**src/rtl/msk_pkg.sv**
```systemverilog
// Shared helpers for the masked datapath. Share i of a d*W bus sits at bits [i*W +: W];
// share 0 is the share that carries any lane inversion.
package msk_pkg;

  localparam int LAT_MIN = 1;
  localparam int LAT_MAX = 8;

  function automatic int share_lsb(input int i, input int w);
    return i * w;
  endfunction

  function automatic bit lat_in_range(input int lat);
    return (lat >= LAT_MIN) && (lat <= LAT_MAX);
  endfunction

endpackage

```
**src/rtl/msk_pipe_stage.sv**
```systemverilog
// One valid/ready register stage of the masked pipeline. Each share has its own register
// so the shares are never combined in one flop group.
module msk_pipe_stage
  import msk_pkg::*;
#(
  parameter int d = 2,
  parameter int W = 8
) (
  input  logic           clk,
  input  logic           rst_n,
  input  logic           clr,
  input  logic           ld,
  input  logic           prv_vld,
  input  logic [d*W-1:0] prv_sh,
  output logic           vld,
  output logic [d*W-1:0] sh
);

  always_ff @(posedge clk or negedge rst_n) begin
    if (!rst_n)
      vld <= 1'b0;
    else if (clr)
      vld <= 1'b0;
    else if (ld)
      vld <= prv_vld;
  end

  for (genvar i = 0; i < d; i++) begin : g_share
    logic [W-1:0] sh_r;

    always_ff @(posedge clk or negedge rst_n) begin
      if (!rst_n)
        sh_r <= '0;
      else if (clr)
        sh_r <= '0;
      else if (ld && prv_vld)
        sh_r <= prv_sh[share_lsb(i, W) +: W];
    end

    assign sh[share_lsb(i, W) +: W] = sh_r;
  end

endmodule

```
**src/rtl/msk_not_pipe.sv**
```systemverilog
// Masked bitwise-NOT: complements selected lanes of share 0 and carries all shares through
// a LAT-deep valid/ready pipeline. Optional flush port enabled by MSK_NOT_PIPE_FLUSH_EN.
module msk_not_pipe
  import msk_pkg::*;
#(
  parameter int d   = 2,
  parameter int W   = 8,
  parameter int LAT = 2
) (
  input  logic           clk,
  input  logic           rst_n,
`ifdef MSK_NOT_PIPE_FLUSH_EN
  input  logic           flush,
`endif
  input  logic           in_valid,
  output logic           in_ready,
  input  logic [d*W-1:0] in_sh,
  input  logic [W-1:0]   in_inv,
  output logic           out_valid,
  input  logic           out_ready,
  output logic [d*W-1:0] out_sh
);

  if (!lat_in_range(LAT) || (d < 2)) begin : g_bad_cfg
    $error("msk_not_pipe: LAT must be within 1..8 and d must be at least 2");
  end

  logic clr;
`ifdef MSK_NOT_PIPE_FLUSH_EN
  assign clr = flush;
`else
  assign clr = 1'b0;
`endif

  // Stage-0 input: inversion touches share 0 only, upper shares pass untouched
  logic [d*W-1:0] sh_p0;
  assign sh_p0 = {in_sh[d*W-1:W], in_sh[W-1:0] ^ in_inv};

  logic [LAT-1:0] vld_p;
  logic [d*W-1:0] sh_p [LAT];

  for (genvar k = 0; k < LAT; k++) begin : g_stage
    logic           ld;
    logic           prv_vld;
    logic [d*W-1:0] prv_sh;

    // A stage may load when any stage from here to the output is empty, or the sink takes a beat
    assign ld = out_ready | ~(&vld_p[LAT-1:k]);

    if (k == 0) begin : g_head
      assign prv_vld = in_valid;
      assign prv_sh  = sh_p0;
    end else begin : g_body
      assign prv_vld = vld_p[k-1];
      assign prv_sh  = sh_p[k-1];
    end

    msk_pipe_stage #(
      .d (d),
      .W (W)
    ) u_stage (
      .clk     (clk),
      .rst_n   (rst_n),
      .clr     (clr),
      .ld      (ld),
      .prv_vld (prv_vld),
      .prv_sh  (prv_sh),
      .vld     (vld_p[k]),
      .sh      (sh_p[k])
    );
  end

  assign in_ready  = (out_ready | ~(&vld_p)) & ~clr;
  assign out_valid = vld_p[LAT-1];
  assign out_sh    = sh_p[LAT-1];

endmodule

```
**config.mk**
```make
export PLATFORM = sky130hd
export DESIGN_NAME = msk_not_pipe
export DESIGN_NICKNAME = d
export VERILOG_FILES = /design/src/rtl/msk_pkg.sv /design/src/rtl/msk_pipe_stage.sv /design/src/rtl/msk_not_pipe.sv
export SDC_FILE = /design/constraint.sdc
export NUM_CORES = 1
export LEC_CHECK = 0
export ABC_CLOCK_PERIOD_IN_PS = 1050
export CORE_MARGIN = 2
export CORE_UTILIZATION = 44
export DETAILED_ROUTE_END_ITERATION = 7
export PLACE_DENSITY = 0.75
export RECOVER_POWER = 100
export SLEW_MARGIN = 20
export SYNTH_ARGS = -nofsm -noshare
export SYNTH_HDL_FRONTEND = slang
export SYNTH_HIERARCHICAL = 1
export SYNTH_SLANG_ARGS = --single-unit
```
**constraint.sdc**
```tcl
create_clock -name clk -period 1.05 [get_ports clk]
set_input_delay 0.21 -clock clk [delete_from_list [all_inputs] [get_ports clk]]
set_output_delay 0.21 -clock clk [all_outputs]
set_load 0.01 [all_outputs]
```
# Word-level counts from Yosys, hierarchy flattened

Index checks and enable logic that the tools add are counted.

Output and inout port bits: 18
Bits in registers: 34
RAM bits: 0
Memories kept: 0
Bits of input ports: 28
Latch bits: 0
Word-level logic and storage cells: 14
ROM bits: 0

Muxes and demuxes: 0
Equality and inequality tests: 0
Bitwise gates (word level): 5
Reductions and logical operators: 3
Shift-type cells: 0
Multipliers: 0
Add/subtract/negate cells: 0
Divide/modulo/power cells: 0
Order comparisons: 0

Operator list:

| cell                | count |
|---|---|
| 8-bit XOR           | 1 |
| 1-bit logical AND   | 2 |
| 1-bit inverter      | 2 |
| 1-bit bitwise OR    | 2 |
| 2-bit AND reduction | 1 |

# Depth between registers and ports, before layout

Gate-level depths: netlist of run 1.

Depth after elaboration: 4
Gate-level depth with buffers: 5
Gate-level depth less buffers: 3

# Modules after synthesis

The synthesis of run 1 kept the hierarchy.

Modules (own cells, without submodules):

| module         | instances | seq. area each (um^2) | area each (um^2) | cells each |
|---|---|---|---|---|
| msk_pipe_stage | 2         | 425.4                 | 892.1            | 77 |
| msk_not_pipe   | 1         | 0.0                   | 87.6             | 11 |

# Least setup slack after synthesis of run 1

OpenSTA, ideal clock, no wires.

Kind: reg2reg
Start point: reg g_stage[1].u_stage.vld
End point: reg g_stage[0].u_stage.g_share[0].sh_r[5]
Required time: 0.977 ns
Library setup time: 0.073 ns
Arrival time: 1.161 ns
Buffers on the path: 2
Period minus slack after synthesis: 1.234 ns
Cell stages (with the launch flop): 6
Setup slack: -0.184 ns
Cells stage by stage: dfrtp_1 -> nand3b_1 -> buf_2 -> buf_6 -> a21bo_1 -> a21oi_2

Cells in the longest elaborated chain, start to end: 4

RTL lines:

| what                   | line                 | source |
|---|---|---|
| start, declared        | msk_pipe_stage.sv:15 | `output logic vld,` |
| start signal, assigned | msk_pipe_stage.sv:25 | `vld <= prv_vld;` |
| 2-bit AND reduction    | --                   |  |
| 1-bit inverter         | --                   |  |
| 1-bit bitwise OR       | --                   |  |
| net in_ready           | msk_not_pipe.sv:16   | `output logic in_ready,` |
| 1-bit logical AND      | msk_pipe_stage.sv:36 | `else if (ld && prv_vld)` |
| end signal, assigned   | msk_pipe_stage.sv:37 | `sh_r <= prv_sh[share_lsb(i, W) +: W];` |
| end, declared          | msk_pipe_stage.sv:29 | `logic [W-1:0] sh_r;` |

The timed path passes the listed nets, and every way through them passes these cells.
A chain may end at the register's enable or synchronous reset.

# Worst setup path after layout of run 1

Start point: reg g_stage[1].u_stage.vld
End point: out in_ready

Cells in the longest elaborated chain, start to end: 3

RTL lines:

| what                | line               | source |
|---|---|---|
| 2-bit AND reduction | msk_not_pipe.sv:73 | `assign in_ready = (out_ready \| ~(&vld_p)) & ~clr;` |
| 1-bit inverter      | msk_not_pipe.sv:73 |  |
| 1-bit bitwise OR    | msk_not_pipe.sv:73 |  |
| end, declared       | msk_not_pipe.sv:16 |  |

Every way passes these cells.

==> results of run 1 <==
registers in the layout, summed over array words and instances (netlist names):
signal and count:
g_stage.u_stage/g_share.sh_r 32, g_stage.u_stage/vld 2
cell families (layout without fill, tap and decap cells):
family	after synthesis	in the layout	share of synthesized area (%)
flops	34	34	45.5
buf+inv	20	67	8.96
other cells	1	2	0.200
compound gates	64	64	30.9
xor+xnor	8	8	3.74
mux	2	2	1.07
simple gates	36	36	9.69
per-stage QoR:
step / utilization [%] / total power, mW / cells / area (sq um) / TNS (ns)
final: 62.0 / 2.97 / 263 / 2510 / -2.91
after global routing: 62.0 / 3.11 / 263 / 2510 / -5.18
after CTS: 59.0 / 2.96 / 259 / 2390 / -2.31
after detailed placement: 56.8 / 1.85 / 247 / 2300 / -13.39
after global placement: 56.8 / 1.84 / 247 / 2300 / -12.43
after floorplan: - / 1.67 / 166 / 1890 / -3.07
timing repair:
| action | CTS | global route |
|---|---|---|
| endpoints found under the setup margin | 52 | 39 |
| gates cloned | 1 | 3 |
| resized for setup | 78 | 11 |
| endpoints found under the hold margin | 0 | 0 |
| setup buffers | 3 | 1 |
| pin swaps | 2 | 15 |
worst max-delay path: stages, from the launching register on:
cell and delay [ns]:
dfrtp_1 0.39, nand3b_1 0.15, buf_2 0.16
power breakdown:
group	internal (mW)	switching, mW	total, mW
Clock	0.662	0.449	1.11
Combinational	0.242	0.218	0.460
Sequential	1.37	0.0367	1.40
layer usage:
layer | GRT usage [%] | vias up
li1 | - | 672
met2 | 25.2 | 36
met5 | 0 | -
met4 | 3.92 | 0
met3 | 5.81 | 2
met1 | 26.0 | 662
path summary, 6_finish.rpt:
path / start / endpoint / slack, ns / cells after the start
min reg2reg: g_stage[0].u_stage/g_share[0].sh_r[1] / g_stage[1].u_stage/g_share[0].sh_r[1] / 0.53 / 2
max reg2reg: g_stage[1].u_stage/vld / g_stage[1].u_stage/g_share[0].sh_r[5] / -0.12 / 5
max in group asynchronous: rst_n / g_stage[1].u_stage/g_share[0].sh_r[2] / 0.28 / 2
min in group clk: in_sh[11] / g_stage[0].u_stage/g_share[1].sh_r[3] / 0.48 / 3
min: rst_n / g_stage[0].u_stage/g_share[0].sh_r[7] / 0.45 / 2
max: g_stage[1].u_stage/vld / in_ready / -0.14 / 2
layout make-up:
type	instances	area [sq um]
clock buffers	8	110
fillers	343	1540
multi-input cells	112	912
flip-flops and latches	34	851
well taps	50	62.6
repair buffers	59	579
placed cells by master, fill, tap and decap left out:
| cell | instances |
|---|---|
| a21bo_1 | 32 |
| buf_6 | 2 |
| buf_4 | 5 |
| dfrtp_1 | 34 |
| dlygate4sd2_1 | 1 |
| clkbuf_2 | 6 |
| buf_2 | 11 |
| buf_16 | 1 |
| buf_8 | 1 |
| clkbuf_4 | 1 |
| a21oi_2 | 28 |
| nand3b_1 | 1 |
| dlygate4sd3_1 | 1 |
| mux2i_1 | 2 |
| clkbuf_16 | 3 |
| clkbuf_8 | 8 |
| clkdlybuf4s50_1 | 25 |
| buf_12 | 2 |
| conb_1 | 2 |
| a21oi_1 | 4 |
| nand3_1 | 24 |
| nor2_1 | 2 |
| nand2b_4 | 1 |
| nand3_2 | 8 |
| xor2_1 | 8 |
==> qor.txt, run 1 <==
Antenna cells - 0
Initial antenna violation count - 0
Die Y - 69.2 microns
Metal3 WL - 214 microns
Area leader, netlist - dfrtp_1
Via density - 5.22
Warnings, synthesis - 6
CP Max Fanout - 2
Routed length per instance - 15.3 microns
Worst Slack Setup Final - -0.138 ns
Initial DRC Count - 83
Pins Over Slew Limit - 0
Finish-stage setup viols - 36
Layout cell share with drive strength beyond 1 - 36.2%
Cells after Synth - 165
Vias in the first global route - 1,361
Top-area cell type share of the netlist area - 45.5%
Met2 WL post-DR - 1.87 mm
Clk sinks - 34
Post-Syn Area - 1870 sq um
Fin nets - 240
Main synth FF type - dfrtp_1
Run status - complete, but fails checks
Peak VDD IR - 0.620 mV
Total CTS buffers - 5
Worst clock skew - 0.00347 ns
CTS clk-pin slew, worst paths - 0.07 ns
Pwr Density - 1180 nW/um^2
Violated checks - negative setup slack
# hold bufs at CTS - 0
Ports - 46
Post-DRT Antenna Nets - 0
Syn-to-layout area delta - 34.4%
Drc violations - 0
Row count - 23
First-pass GRT wire length - 6.84 mm
Initial Util - 46.1%
Fin. Hold Viols - 0
Worst Hold Class - in2async
Count leader, synth - dfrtp_1
Critical Path End Type - output pin
Highest Clock Rate - 842 MHz
Fin crit share - 113%
DRT Pass-1 Iters - 4
Top post-synthesis cells by area - dfrtp_1, a21bo_1, a21oi_2, nand3_1, buf_6
Final RePlAce weighted congestion - 0.699
Mean Syn Cell Area - 11.3 sq um
Insertion delay to the later sink of the worst-skew pair - 0.28 ns
CTS Root Cell - clkbuf_8
Die W - 69.2 microns
Yosys cell types - 14
Top sig layer - met4
Port Buf Inserts - 45
Total Wirelength - 4.04 mm
RSZ-0062 raised after global routing - yes
Number of synthesized flops with an enable pin - 0
Grt ovf - 0
Post-synthesis sequential area ratio - 45.5%
CTS tree - done
Worst Setup Start Kind - flop
Core area - 4060 sq um
Detailed Place HPWL - 2.41 mm
Largest net degree at the start of global routing - 35
Crit Path Class - reg2out
Leakage power - 1.11 nW
Ys async rst share - 100%
GRT Overall Usage - 17.6%
Synthesized flop and latch total - 34
Post-synth top cells - dfrtp_1, a21bo_1, nand3_1, a21oi_2, buf_6
# H-tree levels - 2
Crit path time final - 1.19 ns
Max Cap Viol - 0
Critical path data arrival time - 0.98 ns
Via count - 1,372
Routed met1 length - 1.94 mm
Die area - 4790 sq um
Worst endpoint required time - 0.84 ns
Pre-CTS setup slack - -0.490 ns
Hold_ws - 0.449 ns
CTS max path bufs - 2
Power figures use the tool's default switching activity.
==> inputs of run 2 (changes only) <==
--- a/config.mk
+++ b/config.mk
@@ -7,9 +7,10 @@
 export LEC_CHECK = 0
 export ABC_CLOCK_PERIOD_IN_PS = 1050
 export CORE_MARGIN = 2
-export CORE_UTILIZATION = 44
+export CORE_UTILIZATION = 38
+export CTS_CLUSTER_SIZE = 20
 export DETAILED_ROUTE_END_ITERATION = 7
-export PLACE_DENSITY = 0.75
+export PLACE_DENSITY = 0.67
 export RECOVER_POWER = 100
 export SLEW_MARGIN = 20
 export SYNTH_ARGS = -nofsm -noshare
==> run 2 against run 1 <==
  * The flow still finishes with violations (negative setup slack)
  * Sequential share of layout area decreased by 1.4 points
  * Sequential power about the same
  * Sequential cell count unchanged
  * Die area increased by 15%
  * Global-route usage decreased by 1.5 points
  * Core utilization decreased by 6.4 points
  * Worst setup slack got worse by 0.080 ns
  * Final cell count increased by 9.1%
  * Clock skew decreased by 0.00057 ns
  * Worst hold slack got worse by 0.00070 ns
==> qor.txt, run 2 (same netlist as run 1, synthesis figures left out) <==
Drc violations - 0 (unchanged)
CTS clk-pin slew, worst paths - 0.06 ns (about the same)
Psw - 0.719 mW (+2.2%)
First-pass GRT wire length - 6.69 mm (-2.2%)
Die W - 74.2 microns (+7.2%)
Row count - 25 (+8.7%)
Commonest cells after routing, fill and taps aside - dfrtp_1, a21bo_1, a21oi_2
Worst Hold Class - in2async
Worst Setup EP - in_ready
Flop2flop setup slack - -0.22 ns (-0.10 ns)
Largest Register - g_stage.u_stage/g_share.sh_r
Total CTS buffers - 5 (unchanged)
Largest net degree at the start of global routing - 35 (unchanged)
Post-DRT Antenna Nets - 0 (unchanged)
Worst r2r dst - g_stage[0].u_stage/g_share[1].sh_r[6]
Highest Clock Rate - 789 MHz (-6.3%)
Switching share of power - 25.1% (+1.4 points)
Clk sinks - 34 (unchanged)
Fin crit share - 121% (+7.6 points)
Most common cell after layout, fill and taps aside - dfrtp_1
Pins Over Slew Limit - 0 (unchanged)
Antenna cells - 0 (unchanged)
CTS max path bufs - 2 (unchanged)
Worst Setup Start Kind - flop
Via count - 1,439 (+4.9%)
DRT Pass-1 Iters - 4 (unchanged)
Syn-to-layout area delta - 40.4%
# H-tree levels - 2 (unchanged)
Insertion delay to the later sink of the worst-skew pair - 0.28 ns (about the same)
Finish-stage setup viols - 36 (unchanged)
Core area - 4720 sq um (+16%)
Multi-input logic area - 965 sq um (+5.8%)
Die Y - 74.2 microns (+7.2%)
Pre-CTS setup slack - -0.524 ns (-0.0347 ns)
Leakage power - 1.13 nW (+2.1%)
Crit path time final - 1.27 ns (+0.0802 ns)
GRT Overall Usage - 16.1% (-1.5 points)
Via density - 5.01 (-3.9%)
Part of the power in the clock network - 34.1% (-3.3 points)
Total power - 2.87 mW (-3.6%)
Gate power share - 16.9% (+1.4 points)
Crit Path Class - reg2out
Largest registers - g_stage.u_stage/g_share.sh_r (32), g_stage.u_stage/vld (2)
Grt ovf - 0 (unchanged)
Register-to-Register Path Depth - 6 (+1)
Initial antenna violation count - 0 (unchanged)
Worst clock skew - 0.00289 ns (-0.000575 ns)
# fillers - 405 (+18%)
RSZ-0062 raised after global routing - yes
CP Max Fanout - 3 (+1)
Peak VDD IR - 0.443 mV (-29%)
CTS Root Cell - clkbuf_8
Detailed Place HPWL - 2.55 mm (+6.1%)
CP startpoint - g_stage[1].u_stage/vld
Run status - complete, but fails checks
Layout cell share with drive strength beyond 1 - 40.9% (+4.8 points)
Routed length per instance - 15.4 microns (+0.13%)
Hold_ws - 0.449 ns (-0.000703 ns)
Final RePlAce weighted congestion - 0.685 (-2.0%)
Worst endpoint required time - 0.84 ns (about the same)
Critical path data arrival time - 1.06 ns (+0.08 ns)
Share of power burned in registers - 49.0% (+1.8 points)
Worst r2r src - g_stage[1].u_stage/vld
Initial DRC Count - 101 (+22%)
Violated checks - negative setup slack
Sequential Area - 851 sq um (unchanged)
Fin nets - 247 (+2.9%)
Critical Path End Type - output pin
Max reg flops - 32 (unchanged)
Worst Slack Setup Final - -0.218 ns (-0.0802 ns)
Vias in the first global route - 1,391 (+2.2%)
Pwr Density - 1090 nW/um^2 (-7.7%)
Initial Util - 39.6% (-6.5 points)
Port Buf Inserts - 45 (unchanged)
Max Cap Viol - 0 (unchanged)
Die area - 5500 sq um (+15%)
CTS tree - done
Pint - 2.15 mW (-5.3%)
Fin. Hold Viols - 0 (unchanged)
Ports - 46 (unchanged)
Total Wirelength - 4.41 mm (+9.3%)
-- run 2: per-layer routing --
metal / part of all wire, % / track usage [%]
met1: 44 / 21.5
met2: 50 / 25.8
met3: 4.2 / 3.52
met4: 1.1 / 6.06
met5: 0 / 0
-- run 2: layout make-up --
class                   instances  share of cell area [%]
clock buffers                   7                    3.29
repair buffers                 66                    24.2
clock inverters                 1                   0.190
multi-input cells             112                    36.7
well taps                      67                    3.19
flip-flops and latches         34                    32.4
-- run 2: how the worst min path moves through the flow --
stage | from | cells after the start | slack (ns) | end
CTS | rst_n | 2 | 0.31 | g_stage[1].u_stage/g_share[0].sh_r[7]
detailed placement | g_stage[0].u_stage/g_share[0].sh_r[4] | 2 | 0.53 | g_stage[1].u_stage/g_share[0].sh_r[4]
global placement | g_stage[0].u_stage/g_share[1].sh_r[1] | 2 | 0.53 | g_stage[1].u_stage/g_share[1].sh_r[1]
global route | rst_n | 2 | 0.50 | g_stage[1].u_stage/g_share[0].sh_r[7]
finish | rst_n | 2 | 0.45 | g_stage[1].u_stage/g_share[0].sh_r[3]
floorplan | rst_n | 0 | -0.09 | g_stage[0].u_stage/g_share[0].sh_r[0]
-- run 2: power by group through the flow --
stage	sequential (mW)	combinational, mW	clock (mW)
3_3_place_gp	1.42	0.424	0
6_report	1.41	0.485	0.977
5_1_grt	1.41	0.526	1.08
3_5_place_dp	1.42	0.435	0
4_1_cts	1.40	0.442	1.00
2_1_floorplan	1.42	0.251	0
-- run 2: worst max-delay path: stages, from the launching register on --
cell and delay [ns]:
dfrtp_1 0.39, buf_6 0.12, nand3b_1 0.12, buf_2 0.15
-- run 2: through the flow --
stage / std cells / TNS (ns) / instance area (sq um) / utilization (%)
after global placement: 264 / -12.74 / 2320 / 49.2
after CTS: 280 / -4.89 / 2440 / 51.6
after detailed placement: 264 / -14.30 / 2320 / 49.2
after global routing: 287 / -8.97 / 2630 / 55.6
final: 287 / -6.86 / 2630 / 55.6
after floorplan: 166 / -3.07 / 1890 / -
-- run 2: what timing repair did --
item	in CTS	in global routing
hold buffers	0	0
endpoints found under the hold margin	0	0
gates resized for setup	80	29
gates cloned	1	5
pin swaps	2	26
setup buffers	8	4
setup endpoints to repair	52	38
